--- src/rtl/proc_fetch.sv ---
// ---------------------------------------------------------------------------
// proc_fetch -- instruction fetch stage with a small in-order fetch buffer.
//
// Issues sequential fetch requests starting at RESET_PC and stores returned
// words, each with its PC, in a buffer. Decode consumes from the head of that
// buffer. A redirect flushes the buffer and restarts fetch at redirect_pc.
// Responses to requests issued before the redirect are still counted as
// in flight, but they are discarded when they return.
//
// Ports
//   clk, rst                 clock; asynchronous active-high reset
//   redirect_val/_pc         squash everything and refetch from redirect_pc
//   stall_D                  decode holds its current instruction
//   imemreq_val/_rdy/_addr   fetch request handshake, address = pc_F
//   imemresp_val/_data       in-order instruction return, latency >= 1
//   val_D, inst_D, pc_D      head of the fetch buffer presented to decode
// ---------------------------------------------------------------------------
module proc_fetch #(
  parameter logic [31:0] RESET_PC  = 32'h0000_0200,
  parameter int          BUF_DEPTH = 2
) (
  input  logic        clk,
  input  logic        rst,
  input  logic        redirect_val,
  input  logic [31:0] redirect_pc,
  input  logic        stall_D,
  output logic        imemreq_val,
  input  logic        imemreq_rdy,
  output logic [31:0] imemreq_addr,
  input  logic        imemresp_val,
  input  logic [31:0] imemresp_data,
  output logic        val_D,
  output logic [31:0] inst_D,
  output logic [31:0] pc_D
);

  localparam int CW = $clog2(BUF_DEPTH + 1);
  localparam int PW = (BUF_DEPTH > 1) ? $clog2(BUF_DEPTH) : 1;
  // Credit limit, one bit wider than the counters so inflight+count never wraps.
  localparam logic [CW:0] CAP = (CW+1)'(BUF_DEPTH);

  typedef logic [CW-1:0] cnt_t;
  typedef logic [PW-1:0] ptr_t;

  typedef struct packed {
    logic [31:0] inst;
    logic [31:0] pc;
  } entry_t;

  logic [31:0] pc_f_q, pc_f_d;
  cnt_t        inflight_q, inflight_d;
  cnt_t        drop_q, drop_d;
  cnt_t        count_q, count_d;
  ptr_t        tag_wr_q, tag_wr_d, tag_rd_q, tag_rd_d;
  ptr_t        head_q, head_d, tail_q, tail_d;

  logic [31:0] tag_mem [BUF_DEPTH];
  entry_t      buf_mem [BUF_DEPTH];

  logic accept;
  logic resp_keep;
  logic pop;

  function automatic ptr_t ptr_inc(input ptr_t p);
    return (p == PW'(BUF_DEPTH - 1)) ? '0 : p + PW'(1);
  endfunction

  // Handshake and buffer-head outputs. Credit uses registered counts only, so
  // a pop in this cycle does not open a request slot until the next cycle.
  always_comb begin
    imemreq_val  = !rst && !redirect_val &&
                   (({1'b0, inflight_q} + {1'b0, count_q}) < CAP);
    imemreq_addr = pc_f_q;
    accept       = imemreq_val && imemreq_rdy;
    resp_keep    = imemresp_val && !redirect_val && (drop_q == '0);
    val_D        = (count_q != '0);
    pop          = val_D && !stall_D && !redirect_val;
    inst_D       = buf_mem[head_q].inst;
    pc_D         = buf_mem[head_q].pc;
  end

  // NOTE: every next-state signal takes its hold value first, so no path
  // through this block leaves a variable unassigned (no latch inferred).
  always_comb begin
    pc_f_d     = pc_f_q;
    inflight_d = inflight_q;
    drop_d     = drop_q;
    count_d    = count_q;
    tag_wr_d   = tag_wr_q;
    tag_rd_d   = tag_rd_q;
    head_d     = head_q;
    tail_d     = tail_q;

    if (accept) begin
      pc_f_d   = pc_f_q + 32'd4;
      tag_wr_d = ptr_inc(tag_wr_q);
    end

    // Every response retires one in-flight request, dropped or not.
    if (accept && !imemresp_val) begin
      inflight_d = inflight_q + CW'(1);
    end else if (!accept && imemresp_val) begin
      inflight_d = inflight_q - CW'(1);
    end

    if (resp_keep) begin
      tag_rd_d = ptr_inc(tag_rd_q);
      tail_d   = ptr_inc(tail_q);
    end
    if (pop) begin
      head_d = ptr_inc(head_q);
    end

    if (resp_keep && !pop) begin
      count_d = count_q + CW'(1);
    end else if (!resp_keep && pop) begin
      count_d = count_q - CW'(1);
    end

    if (imemresp_val && (drop_q != '0)) begin
      drop_d = drop_q - CW'(1);
    end

    // A redirect cannot coincide with an accept (imemreq_val is low), so
    // everything still in flight after this edge belongs to the old stream.
    if (redirect_val) begin
      pc_f_d   = redirect_pc;
      drop_d   = imemresp_val ? (inflight_q - CW'(1)) : inflight_q;
      count_d  = '0;
      head_d   = '0;
      tail_d   = '0;
      tag_wr_d = '0;
      tag_rd_d = '0;
    end
  end

  // NOTE: state registers use non-blocking assignments so every flop samples
  // the pre-edge values regardless of statement order.
  always_ff @(posedge clk or posedge rst) begin
    if (rst) begin
      pc_f_q     <= RESET_PC;
      inflight_q <= '0;
      drop_q     <= '0;
      count_q    <= '0;
      tag_wr_q   <= '0;
      tag_rd_q   <= '0;
      head_q     <= '0;
      tail_q     <= '0;
    end else begin
      pc_f_q     <= pc_f_d;
      inflight_q <= inflight_d;
      drop_q     <= drop_d;
      count_q    <= count_d;
      tag_wr_q   <= tag_wr_d;
      tag_rd_q   <= tag_rd_d;
      head_q     <= head_d;
      tail_q     <= tail_d;
    end
  end

  // NOTE: storage arrays carry no reset; the pointers and counters decide
  // which slots are valid, so stale contents are never observed as valid.
  always_ff @(posedge clk) begin
    if (accept) begin
      tag_mem[tag_wr_q] <= pc_f_q;
    end
    if (resp_keep) begin
      buf_mem[tail_q] <= '{inst: imemresp_data, pc: tag_mem[tag_rd_q]};
    end
  end

endmodule

--- config.mk ---
export PLATFORM = sky130hd
export DESIGN_NAME = proc_fetch
export DESIGN_NICKNAME = d
export VERILOG_FILES = /design/src/rtl/proc_fetch.sv
export SDC_FILE = /design/constraint.sdc
export NUM_CORES = 1
export LEC_CHECK = 0
export BUFFER_PORTS_ARGS = -buffer_cell sky130_fd_sc_hd__buf_2
export CORE_MARGIN = 2
export CORE_UTILIZATION = 60
export CTS_BUF_LIST = sky130_fd_sc_hd__clkbuf_4 sky130_fd_sc_hd__clkbuf_8 sky130_fd_sc_hd__clkbuf_16
export CTS_CLUSTER_DIAMETER = 120
export DETAILED_ROUTE_END_ITERATION = 8
export GPL_TIMING_DRIVEN = 0
export PLACE_DENSITY = 0.85
export SYNTH_ARGS = -nofsm -noshare
export SYNTH_HDL_FRONTEND = slang
export SYNTH_SLANG_ARGS = --single-unit
--- constraint.sdc ---
create_clock -name clk -period 19 [get_ports clk]
set_input_delay 0.95 -clock clk [delete_from_list [all_inputs] [get_ports clk]]
set_output_delay 0.95 -clock clk [all_outputs]
set_load 0.02 [all_outputs]
==> metrics.md <==
| Metric | Value |
|---|---|
| Outcome | completed |
| WS Path Type | reg2reg |
| Post-Layout Cell Count | 999 |
| Startpoint type of the worst setup path | flip-flop |
| Switching fraction of total power | 0.257 |
| Yosys warns | 0 |
| Slew @ Worst Pin | between 0.9 and 1 ns |
| Fin. max-slew vios | 0 |
| Largest net degree at the start of global routing | 43 |
| R2r worst-path depth | 7 |
| Compound-Gate Fraction of Synth Area | 0.0493 |
| Post-CTS setup buffers | 0 |
| Worst-Skew Late Latency | approximately 0.50 ns |
| Core area | 15300 um^2 |
| Multi-input gate area | about 2400 um^2 |
| Proportion of synthesized area in mux cells | 0.120 |
| CP arrival | roughly 3.6 ns |
| Cell-internal power | approximately 1.0 mW |
| Post-synth net total | 642 |
| Global-route usage over all layers | 0.239 |
| Fmax | between 200 and 300 MHz |
| Max FO, Critical Path | 32 |
| Resize count post-CTS | 0 |
| Skew final | about 0.012 ns |
| Pwr Total | between 1 and 1.5 mW |
| Main combinational cell family by area after synthesis | multiplexers |
| Iteration-0 DRC Markers | 492 |
| Crit. End Element | flip-flop |
| Psw | roughly 0.34 mW |
| Finished Core Util | 0.750 |
| Most common flop cell mapped by yosys | edfxtp_1 |
| PortBufs | about 170 |
| Nets@finish | 846 |
| Gr ovfl total | 0 |
| Maxcap violations | 0 |
| PnR worst setup slack | between 15 and 20 ns |
| Post-synth EDFFs | 192 |
| Post-Syn Area | approximately 9400 um^2 |
| Seq cells post-synth | 234 |
| Hold_buf cts | 0 |
| Placed standard-cell area | ~11000 um^2 |
| Rel. slew slack | 0.339 |
| Seq/Total Area, Yosys | 0.728 |
| Final setup violation count | 0 |
| Drt drc | 0 |
| Post-DR wirelength/cell | between 20 and 25 um |
| Die Footprint | about 17000 um^2 |
| First-pass GRT wire length | between 30000 and 40000 um |
| Adder-Cell Fraction of Synth Area | 0.00614 |
| PwrDens | approximately 120 nW/um^2 |
| Tcrit/Tclk final | 0.185 |
| Via count | approximately 5800 |
| Router iterations before antenna repair | 5 |
| Final Cell Area | ~11000 um^2 |
| Commonest non-fill, non-tap cell in the layout | edfxtp_1 |
| Hold/Removal Path Class | reg2reg |
| Synth-to-Final Area Change | 22.2% |
| Asr flop ratio synth | 0.179 |
| Min Tclk post-route | approximately 3.5 ns |
| Clk sink count | 234 |
| Starting density of the core | 0.614 |
| Fillers | between 900 and 1000 |
| Mapped Avg Cell Area | 16.5 um^2 |
| Post-Synth XOR/XNOR Area | 0.00935 |
| RSZ-0062 raised after global routing | no |
| Peak VDD IR | between 0.00007 and 0.00008 V |
| Combinational group share of total power | 0.163 |
| CTS H-tree lvls | 1 |
| DP Worst Slack | between 15 and 20 ns |
| TritonCTS clock tree | yes |
| Leakage | ~4.3 nW |
| Antenna cells | 0 |
| Cell count after placement | approximately 960 |
| Worst-path clk slew | 0.06 ns |
| Hold Path Stages | 0 |
| Layout cells sized above 1 | 0.425 |
| Gate count of the mapped netlist | 568 |
| Max clock buf depth | 3 |
| I/O Pins | about 170 |
| Seq pwr share | 0.475 |
| Routed Antenna Nets | 0 |
| Simple-gate share of the synthesized area | 0.0731 |
| Cts bufs inserted | 23 |
| Hpwl dp | 13700 um |
| Register area | 6820 um^2 |
| Req. time, crit path | around 19 ns |
| Most frequent cells in the layout | edfxtp_1, buf_2, mux2_2 |
| Drt total wl | around 20000 um |
| Initial antenna violation count | 0 |
| Setup_tns | 0 ns |
| Die X | around 130 um |
| Vias/cell | slightly below 6 |
| Post-synthesis cell type count | 51 |
| Final Hold Viols | 0 |
| Clock power frac | 0.362 |
| Root buf cell | clkbuf_16 |
| Vias in the first global route | roughly 5700 |
| Placer Congestion | ~0.87 |
| Chip height | between 100 and 150 um |
| Worst hold slack | 0.508 ns |
| FP Rows | between 40 and 50 |
kinds of logic after synthesis:
logic type      count (synthesis)
flops                         234
simple gates                  121
mux                           100
compound gates                 65
buf+inv                        34
xor+xnor                       10
fa+ha+maj                       4
worst paths after layout:
kind                            slack, ns             end       startpoint
max in group asynchronous           17.76          head_q              rst
worst min register to register       0.51   tag_mem[1][0]  imemreq_addr[0]
min in group asynchronous            0.67   inflight_q[0]              rst
worst max-delay path                15.48  tag_mem[0][30]       count_q[0]
worst min-delay path                 0.51   tag_mem[1][0]  imemreq_addr[0]
worst max register to register      15.48  tag_mem[0][30]       count_q[0]
critical path: stages, from the launching register on:
cell	delay [ns]
dfrtp_1	0.44
and2_1	0.20
fa_1	0.48
nor4_4	0.35
nand2_2	0.19
clkbuf_1	0.29
clkbuf_1	0.34
nor2_4	0.81
final cells by class:
class / instances / area share
inverters: 12 / 0.00394
multi-input cells: 300 / 0.213
clock buffers: 26 / 0.0533
repair buffers: 179 / 0.0848
flip-flops and latches: 234 / 0.596
well taps: 211 / 0.0231
plain buffers: 22 / 0.00798
clock inverters: 15 / 0.0186
registers in the layout (all words and copies together), names as in the netlist, 2 cells and up:
name          cells
buf_mem         128
imemreq_addr     32
inflight_q        2
drop_q            2
count_q           2
tag_mem          64
per-layer routing:
metal	part of all wire	track usage	vias to the layer above	wire length (um)
li1	-	-	2624	-
met1	0.40	0.317	2847	7940
met2	0.49	0.407	277	9890
met3	0.086	0.0466	36	1720
met4	0.022	0.0735	0	440
met5	0	0	-	0
Yosys cell counts, drive strengths merged (2+ instances only):
library cell | n | area [um^2]
mux2i | 2 | 20.0
or3 | 4 | 30.0
nand3 | 20 | 125
a31o | 2 | 17.5
inv | 11 | 41.3
or4 | 4 | 30.0
a21oi | 8 | 40.0
nor2 | 18 | 67.6
o311ai | 12 | 105
nor3b | 2 | 15.0
nand2 | 37 | 149
a32oi | 3 | 26.3
nor3 | 4 | 20.0
a221o | 4 | 40.0
and3 | 8 | 50.1
o21ai | 15 | 75.1
nor2b | 3 | 18.8
dfrtp | 41 | 1030
clkbuf | 20 | 75.1
a31oi | 3 | 18.8
nand2b | 3 | 18.8
nor4 | 6 | 82.6
o21bai | 2 | 15.0
mux2 | 98 | 1100
xor2 | 4 | 35.0
buf | 2 | 16.3
o211ai | 11 | 82.6
xnor2 | 6 | 52.6
ha | 3 | 37.5
nand4 | 9 | 56.3
edfxtp | 192 | 5770
power groups by stage:
stage | registers, mW | clock network, mW | logic (mW)
finish | 0.637 | 0.486 | 0.218
CTS | 0.636 | 0.493 | 0.219
detailed placement | 0.647 | 0 | 0.218
global placement | 0.648 | 0 | 0.204
global route | 0.641 | 0.512 | 0.235
floorplan | 0.650 | 0 | 0.136
Note: power is estimated with default switching activity, not from simulation.
